<file path="src/rtl/syncro_pkg.sv">
// ============================================================================
// Module   : syncro_pkg
// Purpose  : Shared limits and counter-width helper for the syncro_n family.
// Revision : 1.0 - initial release
// ============================================================================
`default_nettype none

package syncro_pkg;

  localparam int SYNCRO_MIN_STAGES   = 2;
  localparam int SYNCRO_MAX_STAGES   = 4;
  localparam int SYNCRO_MAX_FILT     = 255;
  localparam int SYNCRO_MIN_FILT     = 2;
  localparam int SYNCRO_MAX_CHANNELS = 32;

  // Counter must hold FILT_LEN-1; never narrower than one bit.
  function automatic int syncro_cnt_width(input int filt_len);
    return (filt_len <= 2) ? 1 : $clog2(filt_len);
  endfunction

endpackage

`default_nettype wire

</file>
<file path="src/rtl/syncro_n_filt.sv">
// ============================================================================
// Module   : syncro_n_filt
// Purpose  : Per-channel glitch filter; a new level is accepted only after it
//            has persisted FILT_LEN consecutive cycles.
// Revision : 1.0 - initial release
// ============================================================================
`default_nettype none

module syncro_n_filt
  import syncro_pkg::*;
#(
  parameter int FILT_LEN = 4
) (
  input  logic clk,
  input  logic reset_n,
  input  logic din,
  output logic dout
);

  localparam int                 c_cnt_w = syncro_cnt_width(FILT_LEN);
  localparam logic [c_cnt_w-1:0] c_last  = c_cnt_w'(FILT_LEN - 1);

  logic [c_cnt_w-1:0] r_cnt;
  logic               r_level;
  logic               w_diff;

  assign w_diff = din ^ r_level;

  // Any return to the accepted level restarts the count from zero.
  always_ff @(posedge clk or negedge reset_n) begin
    if (!reset_n) begin
      r_cnt   <= '0;
      r_level <= 1'b0;
    end else if (!w_diff) begin
      r_cnt   <= '0;
    end else if (r_cnt == c_last) begin
      r_level <= din;
      r_cnt   <= '0;
    end else begin
      r_cnt   <= r_cnt + c_cnt_w'(1);
    end
  end

  assign dout = r_level;

endmodule

`default_nettype wire

</file>
<file path="src/rtl/syncro_n.sv">
// ============================================================================
// Module   : syncro_n
// Purpose  : Multi-channel asynchronous-level synchroniser with edge pulses.
//            Optional glitch filter selected by macro SYNCRO_N_FILTER_EN.
// Revision : 1.0 - initial release
// ============================================================================
`default_nettype none

module syncro_n
  import syncro_pkg::*;
#(
  parameter int CHANNELS = 2,
  parameter int STAGES   = 2,
  parameter int FILT_LEN = 4
) (
  input  logic                clk,
  input  logic                reset_n,
  input  logic [CHANNELS-1:0] sig_in,
  output logic [CHANNELS-1:0] sig_out,
  output logic [CHANNELS-1:0] rise_out,
  output logic [CHANNELS-1:0] fall_out
);

  if (CHANNELS < 1 || CHANNELS > SYNCRO_MAX_CHANNELS) begin : g_bad_channels
    $fatal(1, "syncro_n: CHANNELS=%0d out of range 1..%0d", CHANNELS, SYNCRO_MAX_CHANNELS);
  end
  if (STAGES < SYNCRO_MIN_STAGES || STAGES > SYNCRO_MAX_STAGES) begin : g_bad_stages
    $fatal(1, "syncro_n: STAGES=%0d out of range %0d..%0d", STAGES, SYNCRO_MIN_STAGES, SYNCRO_MAX_STAGES);
  end

  logic [CHANNELS-1:0] w_chain;
  logic [CHANNELS-1:0] w_level;
  logic [CHANNELS-1:0] r_prev;

  for (genvar g = 0; g < CHANNELS; g++) begin : g_ch
    (* ASYNC_REG = "TRUE" *) logic [STAGES-1:0] r_sync;

    always_ff @(posedge clk or negedge reset_n) begin
      if (!reset_n) r_sync <= '0;
      else          r_sync <= {r_sync[STAGES-2:0], sig_in[g]};
    end

    assign w_chain[g] = r_sync[STAGES-1];

`ifdef SYNCRO_N_FILTER_EN
    syncro_n_filt #(
      .FILT_LEN (FILT_LEN)
    ) u_filt (
      .clk     (clk),
      .reset_n (reset_n),
      .din     (w_chain[g]),
      .dout    (w_level[g])
    );
`else
    assign w_level[g] = w_chain[g];
`endif
  end

`ifdef SYNCRO_N_FILTER_EN
  if (FILT_LEN < SYNCRO_MIN_FILT || FILT_LEN > SYNCRO_MAX_FILT) begin : g_bad_filt
    $fatal(1, "syncro_n: FILT_LEN=%0d out of range %0d..%0d", FILT_LEN, SYNCRO_MIN_FILT, SYNCRO_MAX_FILT);
  end
`else
  // FILT_LEN has no effect without the filter.
  logic w_filt_len_unused;
  assign w_filt_len_unused = FILT_LEN[0];
`endif

  always_ff @(posedge clk or negedge reset_n) begin
    if (!reset_n) r_prev <= '0;
    else          r_prev <= w_level;
  end

  assign sig_out  = w_level;
  assign rise_out = w_level & ~r_prev;
  assign fall_out = ~w_level & r_prev;

endmodule

`default_nettype wire

</file>
<file path="config.mk">
export PLATFORM = sky130hd
export DESIGN_NAME = syncro_n
export DESIGN_NICKNAME = d
export VERILOG_FILES = /design/src/rtl/syncro_pkg.sv /design/src/rtl/syncro_n_filt.sv /design/src/rtl/syncro_n.sv
export SDC_FILE = /design/constraint.sdc
export NUM_CORES = 1
export LEC_CHECK = 0
export BUFFER_PORTS_ARGS = -buffer_cell sky130_fd_sc_hd__buf_2
export CORE_AREA = 10 10 47 49
export DETAILED_ROUTE_END_ITERATION = 12
export DIE_AREA = 0 0 57 59
export GPL_TIMING_DRIVEN = 0
export PLACE_DENSITY = 0.42
export SYNTH_ARGS = -nofsm -noshare
export SYNTH_HDL_FRONTEND = slang
export SYNTH_SLANG_ARGS = --single-unit
</file>
<file path="constraint.sdc">
create_clock -name clk -period 0.9 [get_ports clk]
set_clock_uncertainty 0.05 [all_clocks]
set_input_delay 0.135 -clock clk [delete_from_list [all_inputs] [get_ports clk]]
set_output_delay 0.135 -clock clk [all_outputs]
set_load 0.005 [all_outputs]
</file>
==> qor.yml, run 1 <==
outcome:
  status: "finished, violations left"
  violations: "negative setup slack"
yosys:
  syn_nets: 16
  synth_area_sq_um: 200
  synth_top_area_cell: "dfrtp_1"
  ys_seq_area_share_pct: 75.0
  synthCells: 12
  syn_avg_cell_area_sq_um: 16.7
  netlist-cell-type-count: 3
  synth.top_cell.area_share_pct: 75.0
  synthTopCellsByArea: "dfrtp_1, and2b_2, buf_4"
  ys_warn_count: 0
  synth-seq-cells: 6
floorplanning:
  rows: 14
  coreArea_sq_um: 1400
  fp.dieArea_sq_um: 3360
  die_h_um: 59
  initial_core_util_pct: 14.3
  die_w_um: 57
  io_pins: 10
routing:
  wl_per_cell_um: 9.56
  final_antenna_net_count: 0
  wl_met1_um: 167
  route.detailed.drc: 0
  top_layer_used: "met3"
  route.vias.total: 138
  routed_via_density: 3.21
  firstDrtPassIters: 1
  wl_met2_um: 140
  wl_met3_um: 102
  wl_um: 411
  first_iter_violations: 0
sta:
  fin_ws_ns: -0.241
  rsz0062_at_grt: "true"
  drv_slew: 0
  min_period_ns: 1.14
  worstMarginPinSlew_ns: 0.132
  finalHoldViolCount: 0
  finalSetupViolations: 6
  relSlewSlack_pct: 91.2
  setup_tns_ns: -1.27
  fin_crit_sh_pct: 127
  fmax_mhz: 876
setup_path:
  worstPathRequired_ns: 0.71
  r2r-end: "r_prev[0]$_DFF_PN0_"
  r2r_cells: 0
  reg2reg_slack_ns: 0.33
  worstPathMaxFanout: 4
  cp-start-kind: "register"
  critical_path_class: "reg -> out"
  arrival_ns: 0.96
  r2r_start: "g_ch[0].r_sync[1]$_DFF_PN0_"
  endpoint_kind: "output port"
final_layout:
  fill_cells: 146
  multi_input_comb_area_sq_um: 35.0
  finalNetCount: 33
  areaGrowthSynthToFinish_pct: 77.5
  seqCellArea_sq_um: 150
  final_cell_mix: "dfrtp_1, buf_6, and2b_2"
  fin_cells: 43
  final_cell_area_sq_um: 355
  antenna_cells: 0
  drive_above_1_share_pct: 66.7
clock_tree:
  tritoncts: "yes"
  cts_buffer_depth: 2
  cts.clk_slew.worst_paths_ns: 0.04
  insertion_delay_ns: 0.24
  htreeDepth: 1
  cts-root-buf: "clkbuf_4"
  postCtsSetupBuffers: 0
  cts_buffers: 3
  clock-sinks: 6
min_path:
  hp-class: "in -> async"
power_and_ir_drop:
  switching_share_pct: 19.2
  cellInternalPower_uw: 486
  p_seq_share_pct: 48.5
  p_switching_uw: 115
  power_frac_comb_pct: 11.8
  power.leakage_uw: 0.000174
  p_clk_share_pct: 39.7
  powerDensity_nw_per_um2: 1690
  ir_drop_mv: 0.766
global_routing:
  antenna_found_initial: 0
  grtUsageTotal_pct: 3.04
  gr-total-overflow: 0
  grt_max_degree: 7
  first_global_vias: 176
  grt_pass1_wl_um: 724
placed_design:
  placed_area_sq_um: 265
  numPortBuffers: 9
  place.gp.congestion: 0.669
  post-place-cells: 37
run:
  drv_cap: 0
## stage by stage
stage	hold WS [ns]	total power [uW]	worst slack (ns)	utilization (%)
finish	0.191	601	-0.241	25.4
global route	0.202	648	-0.309	25.4
CTS	0.180	611	-0.263	24.5
detailed placement	-0.0890	340	0.00126	18.9
global placement	-0.0942	337	0.0299	18.9
floorplan	-0.211	312	0.138	-
## state kept, by name (all words and copies together), names as in the netlist
signal	count
g_ch.r_sync	4
r_prev	2
## synthesized netlist by cell type
| cell | instances |
|---|---|
| buf_4 | 2 |
| dfrtp_1 | 6 |
| and2b_2 | 4 |
## power groups by stage
stage	logic (uW)	registers [uW]	clock network [uW]
5_1_grt	77.0	294	277
4_1_cts	66.4	292	253
3_3_place_gp	42.8	294	0
6_report	71.0	292	238
2_1_floorplan	18.6	293	0
3_5_place_dp	44.1	296	0
## per-layer routing
metal | global-route usage (%) | vias up
met1 | 2.29 | 62
met2 | 3.41 | 12
li1 | - | 64
met3 | 4.94 | 0
met5 | 0 | -
met4 | 2.01 | 0
## worst max-delay path: stages, from the launching register on
cell	delay, ns
dfrtp_1	0.37
and2b_2	0.23
buf_6	0.11
## kinds of logic (layout without fill, tap and decap cells)
family | count (synthesis) | in the layout | share of synthesized area, %
DFF | 6 | 6 | 75.0
buffers and inverters | 2 | 17 | 7.50
and+or+nand+nor | 4 | 4 | 17.5
## timing repair
item	CTS	global route
endpoints found under the setup margin	6	6
hold endpoints to repair	8	0
hold buffers	3	0
gates resized for setup	4	2
## layout make-up
class                           count  area share, %
Sequential cell                     6           42.3
Multi-Input combinational cell      4           9.86
Timing Repair Buffer               12           31.7
Clock buffer                        3           6.34
Buffer                              2           4.23
Tap cell                           16           5.63
## how the worst max path moves through the flow
stage,start,endpoint
floorplan,g_ch[0].r_sync[1]$_DFF_PN0_,fall_out[0]
global placement,g_ch[0].r_sync[1]$_DFF_PN0_,rise_out[0]
detailed placement,g_ch[0].r_sync[1]$_DFF_PN0_,fall_out[0]
CTS,g_ch[0].r_sync[1]$_DFF_PN0_,fall_out[0]
global route,g_ch[0].r_sync[1]$_DFF_PN0_,fall_out[0]
finish,g_ch[0].r_sync[1]$_DFF_PN0_,fall_out[0]
No activity file was read; power rests on OpenSTA's default activity.
==> run 2: changes to the inputs <==
--- a/config.mk
+++ b/config.mk
@@ -11,6 +11,7 @@
 export DIE_AREA = 0 0 57 59
 export GPL_TIMING_DRIVEN = 0
 export PLACE_DENSITY = 0.42
+export SKIP_CTS_REPAIR_TIMING = 1
 export SYNTH_ARGS = -nofsm -noshare
 export SYNTH_HDL_FRONTEND = slang
 export SYNTH_SLANG_ARGS = --single-unit
==> run 2 against run 1 <==
The flow still finishes with violations (negative setup slack). Cell count unchanged. Flip-flop and latch count unchanged. Core utilization unchanged. Worst hold slack unchanged. Count of clock-buffer cells in the layout unchanged. Combinational power up 0.7%. Critical path depth unchanged. Final area unchanged. Setup slack worse by 0.00061 ns. Routed wire length down 0.24%. First-iteration DRC count unchanged. Via count up 1.4%. Largest cell class unchanged.
==> qor.yml, run 2 (synthesis gave the netlist of run 1 again) <==
routing:
  final_antenna_net_count: 0  # unchanged
  route.detailed.drc: 0  # unchanged
  wl_per_cell_um: 9.53  # -0.24%
  first_iter_violations: 0  # unchanged
  route.vias.total: 140  # +1.4%
  routed_via_density: 3.26  # +1.4%
  wl_um: 410  # -0.24%
  firstDrtPassIters: 1  # unchanged
power_and_ir_drop:
  ir_drop_mv: 0.767  # about the same
  power.leakage_uw: 0.000174  # unchanged
  powerDensity_nw_per_um2: 1690  # about the same
  finalPower_uw: 601  # about the same
sta:
  drv_slew: 0  # unchanged
  fin_ws_ns: -0.242  # -0.000613 ns
  rsz0062_at_grt: "true"
  finalSetupViolations: 6  # unchanged
  finalHoldViolCount: 0  # unchanged
  relSlewSlack_pct: 91.2  # unchanged
  fin_crit_sh_pct: 127  # about the same
  min_period_ns: 1.14  # +0.000613 ns
  worstMarginPinSlew_ns: 0.132  # unchanged
  fmax_mhz: 876  # about the same
run:
  drv_cap: 0  # unchanged
final_layout:
  top_regs: "g_ch.r_sync: 4 flops, r_prev: 2 flops"
  final_cell_mix: "dfrtp_1, buf_6, and2b_2"
  largest_register_ffs: 4  # unchanged
  areaGrowthSynthToFinish_pct: 77.5  # unchanged
  antenna_cells: 0  # unchanged
  fin_cells: 43  # unchanged
  finalNetCount: 33  # unchanged
  drive_above_1_share_pct: 66.7  # unchanged
  top_register: "g_ch.r_sync"
clock_tree:
  insertion_delay_ns: 0.24  # about the same
  htreeDepth: 1  # unchanged
  cts_buffers: 3  # unchanged
  cts-root-buf: "clkbuf_4"
  clock-sinks: 6  # unchanged
  cts.clk_slew.worst_paths_ns: 0.04  # about the same
  tritoncts: "yes"
  cts_buffer_depth: 2  # unchanged
floorplanning:
  io_pins: 10  # unchanged
  die_w_um: 57  # unchanged
  rows: 14  # unchanged
  fp.dieArea_sq_um: 3360  # unchanged
  initial_core_util_pct: 14.3  # unchanged
  coreArea_sq_um: 1400  # unchanged
  die_h_um: 59  # unchanged
outcome:
  violations: "negative setup slack"
  status: "finished, violations left"
setup_path:
  cp-start-kind: "register"
  critical_path_class: "reg -> out"
  arrival_ns: 0.96  # about the same
  critPathTopFamily: "flip-flops"
  critPathBufInv: 1  # unchanged
  endpoint_kind: "output port"
  crit_chain: "and2b_2 -> buf_6"
  cpPeakStageDelay_ns: 0.37  # about the same
  worstPathMaxFanout: 4  # unchanged
  worstPathRequired_ns: 0.71  # about the same
  cp_slowest_cell: "dfrtp_1"
global_routing:
  first_global_vias: 172  # -2.3%
  grtUsageTotal_pct: 2.96  # -0.087 points
  grt_max_degree: 7  # unchanged
  antenna_found_initial: 0  # unchanged
  gr-total-overflow: 0  # unchanged
  grt_pass1_wl_um: 683  # -5.7%
placed_design:
  numPortBuffers: 9  # unchanged
  dp_slack_ns: 0.00126  # unchanged
  post-place-cells: 37  # unchanged
  place.gp.congestion: 0.669  # unchanged
min_path:
  hp-class: "in -> async"
==> run 2: path summary, 6_finish.rpt <==
| check | cells after the start | slack (ns) | from | end |
|---|---|---|---|---|
| setup / recovery | 2 | -0.24 | g_ch[0].r_sync[1]$_DFF_PN0_ | fall_out[0] |
| hold / removal | 2 | 0.19 | reset_n | r_prev[1]$_DFF_PN0_ |
| setup reg to reg | 0 | 0.33 | g_ch[0].r_sync[1]$_DFF_PN0_ | r_prev[0]$_DFF_PN0_ |
| hold reg to reg | 0 | 0.29 | g_ch[0].r_sync[0]$_DFF_PN0_ | g_ch[0].r_sync[1]$_DFF_PN0_ |
| max in group asynchronous | 2 | 0.47 | reset_n | g_ch[1].r_sync[1]$_DFF_PN0_ |
| min in group clk | 0 | 0.29 | g_ch[0].r_sync[0]$_DFF_PN0_ | g_ch[0].r_sync[1]$_DFF_PN0_ |
==> run 2: stage by stage <==
step                setup TNS, ns  instance area [sq um]  utilization [%]  hold WS (ns)
finish                      -1.27                    355             25.4         0.191
global route                -1.61                    355             25.4         0.202
CTS                         -1.39                    288             20.5        -0.348
floorplan                       0                    200                -        -0.211
detailed placement              0                    265             18.9       -0.0890
global placement                0                    265             18.9       -0.0942
==> run 2: layout make-up <==
class,count,area (sq um)
fillers,146,1050
flip-flops and latches,6,150
repair buffers,12,113
multi-input cells,4,35.0
clock buffers,3,22.5
well taps,16,20.0
plain buffers,2,15.0
==> run 2: where the power goes <==
group | internal, uW | switching, uW | leakage [uW]
clock | 150 | 88.2 | 0.0000138
sequential | 285 | 6.86 | 0.0000699
combinational | 50.7 | 20.8 | 0.0000905
==> run 2: per-layer routing <==
layer	routed length, um	GRT usage, %	vias up	share of wire [%]
met3	98	4.29	0	24
met2	145	2.79	14	35
li1	-	-	64	-
met5	0	0	-	0
met1	166	2.90	62	40
met4	0	2.01	0	0
==> run 3: changes to the inputs <==
--- a/config.mk
+++ b/config.mk
@@ -10,7 +10,7 @@
 export DETAILED_ROUTE_END_ITERATION = 12
 export DIE_AREA = 0 0 57 59
 export GPL_TIMING_DRIVEN = 0
-export PLACE_DENSITY = 0.42
+export PLACE_DENSITY_LB_ADDON = 0.3
 export SKIP_CTS_REPAIR_TIMING = 1
 export SYNTH_ARGS = -nofsm -noshare
 export SYNTH_HDL_FRONTEND = slang
==> constraint.sdc (replaced) <==
create_clock -name clk -period 1.1 [get_ports clk]
set_clock_uncertainty 0.05 [all_clocks]
set_input_delay 0.165 -clock clk [delete_from_list [all_inputs] [get_ports clk]]
set_output_delay 0.165 -clock clk [all_outputs]
set_load 0.005 [all_outputs]
==> run 3 against run 2 <==
The flow still finishes with violations (negative setup slack). Sequential share of layout area is 0.76 points higher. Combinational power is 22% lower. Setup slack better by 0.18 ns. Critical path depth stayed put. Worst hold slack gained 0.041 ns. Routed wire length rose by 0.98%. Power is 19% lower. Cell count unchanged. Critical path type unchanged. Critical endpoint is now rise_out[1].
==> qor.yml, run 3 (synthesis gave the netlist of run 1 again) <==
outcome:
  status: "finished, violations left"
  violations: "negative setup slack"
clock_tree:
  htreeDepth: 1  # unchanged
  cts.clk_slew.worst_paths_ns: 0.04  # about the same
  clock-sinks: 6  # unchanged
  insertion_delay_ns: 0.24  # about the same
  cts_buffers: 3  # unchanged
  cts_buffer_depth: 2  # unchanged
  cts-root-buf: "clkbuf_4"
  tritoncts: "yes"
power_and_ir_drop:
  switching_share_pct: 19.2  # -0.038 points
  p_clk_share_pct: 39.8  # +0.2 points
  p_switching_uw: 94.0  # -19%
  ir_drop_mv: 0.644  # -16%
  powerDensity_nw_per_um2: 1400  # -17%
  power_frac_comb_pct: 11.4  # -0.5 points
  cellInternalPower_uw: 395  # -19%
  finalPower_uw: 489  # -19%
  p_seq_share_pct: 48.8  # +0.3 points
  power.leakage_uw: 0.000172  # -1.2%
run:
  drv_cap: 0  # unchanged
setup_path:
  cp_slowest_cell: "dfrtp_1"
  cp-start-kind: "register"
  worstPathRequired_ns: 0.88  # +0.17 ns
  critPathBufInv: 1  # unchanged
  arrival_ns: 0.95  # about the same
  critPathTopFamily: "flip-flops"
  endpoint_kind: "output port"
  worstPathMaxFanout: 4  # unchanged
  crit_chain: "and2b_2 -> buf_6"
  critical_path_class: "reg -> out"
  cpPeakStageDelay_ns: 0.39  # +0.02 ns
sta:
  fin_ws_ns: -0.0664  # +0.175 ns
  fmax_mhz: 857
  finalHoldViolCount: 0  # unchanged
  min_period_ns: 1.17
  fin_crit_sh_pct: 106
  relSlewSlack_pct: 91.3  # about the same
  finalSetupViolations: 5  # -1
  setup_tns_ns: -0.265  # +1.01 ns
  drv_slew: 0  # unchanged
  worstMarginPinSlew_ns: 0.131  # -0.00126 ns
  rsz0062_at_grt: "true"
final_layout:
  seqCellArea_sq_um: 150  # unchanged
  antenna_cells: 0  # unchanged
  top_regs: "g_ch.r_sync: 4 flops, r_prev: 2 flops"
  finalNetCount: 33  # unchanged
  final_common_cell: "dfrtp_1"
  drive_above_1_share_pct: 66.7  # unchanged
  largest_register_ffs: 4  # unchanged
  areaGrowthSynthToFinish_pct: 74.4
  multi_input_comb_area_sq_um: 35.0  # unchanged
  fill_cells: 143  # -2.1%
  top_register: "g_ch.r_sync"
  final_cell_mix: "dfrtp_1, buf_6, and2b_2, buf_2"
routing:
  wl_per_cell_um: 9.63  # +0.98%
  routed_via_density: 3.37  # +3.6%
  first_iter_violations: 1  # +1
  final_antenna_net_count: 0  # unchanged
  route.vias.total: 145  # +3.6%
  wl_um: 414  # +0.98%
  route.detailed.drc: 0  # unchanged
  firstDrtPassIters: 2  # +1
global_routing:
  gr-total-overflow: 0  # unchanged
  grt_pass1_wl_um: 641  # -6.1%
  grtUsageTotal_pct: 2.96  # unchanged
  grt_max_degree: 7  # unchanged
  first_global_vias: 148  # -14%
  antenna_found_initial: 0  # unchanged
placed_design:
  numPortBuffers: 9  # unchanged
  place.gp.congestion: 0.656  # -1.8%
floorplanning:
  die_w_um: 57  # unchanged
  rows: 14  # unchanged
  fp.dieArea_sq_um: 3360  # unchanged
  initial_core_util_pct: 14.3  # unchanged
  coreArea_sq_um: 1400  # unchanged
  io_pins: 10  # unchanged
  die_h_um: 59  # unchanged
min_path:
  hp-class: "in -> async"
-- run 3: cell counts in the layout (fill, tap and decap cells not counted) --
Identical to the previous run, type by type.
-- run 3: path summary, 6_finish.rpt --
path	startpoint	to	slack [ns]	cells after the start
setup / recovery	g_ch[1].r_sync[1]$_DFF_PN0_	rise_out[1]	-0.07	2
hold / removal	reset_n	g_ch[0].r_sync[0]$_DFF_PN0_	0.23	2
setup reg to reg	g_ch[1].r_sync[1]$_DFF_PN0_	r_prev[1]$_DFF_PN0_	0.53	0
hold reg to reg	g_ch[0].r_sync[0]$_DFF_PN0_	g_ch[0].r_sync[1]$_DFF_PN0_	0.30	0
max in group asynchronous	reset_n	r_prev[1]$_DFF_PN0_	0.63	2
min in group clk	g_ch[0].r_sync[0]$_DFF_PN0_	g_ch[0].r_sync[1]$_DFF_PN0_	0.30	0
-- run 3: cell type report --
class,count,area share (%)
Buffer,2,4.30
Clock buffer,3,6.45
Multi-Input combinational cell,4,10.0
Sequential cell,6,43.0
Tap cell,16,5.73
Timing Repair Buffer,12,30.5
-- run 3: power groups by stage --
| stage | combinational, uW | sequential (uW) | clock, uW |
|---|---|---|---|
| after floorplan | 15.2 | 240 | 0 |
| after global placement | 35.0 | 241 | 0 |
| after detailed placement | 36.3 | 242 | 0 |
| after CTS | 36.3 | 239 | 205 |
| after global routing | 61.8 | 240 | 225 |
| final | 55.7 | 239 | 195 |
-- run 3: routing by layer --
metal	routed length [um]	vias to the layer above	global-route usage, %
met5	0	-	0
met4	0	0	1.01
met3	111	0	5.79
met2	163	13	3.10
met1	139	67	2.17
li1	-	65	-
-- run 3: through the flow --
step / instances / hold slack [ns] / cell area, sq um / worst slack [ns] / utilization [%]
floorplan: 12 / -0.181 / 200 / 0.308 / -
global placement: 37 / -0.0645 / 265 / 0.201 / 18.9
detailed placement: 37 / -0.0573 / 265 / 0.171 / 18.9
CTS: 40 / -0.315 / 288 / -0.0899 / 20.5
global route: 43 / 0.237 / 349 / -0.128 / 24.9
finish: 43 / 0.232 / 349 / -0.0664 / 24.9
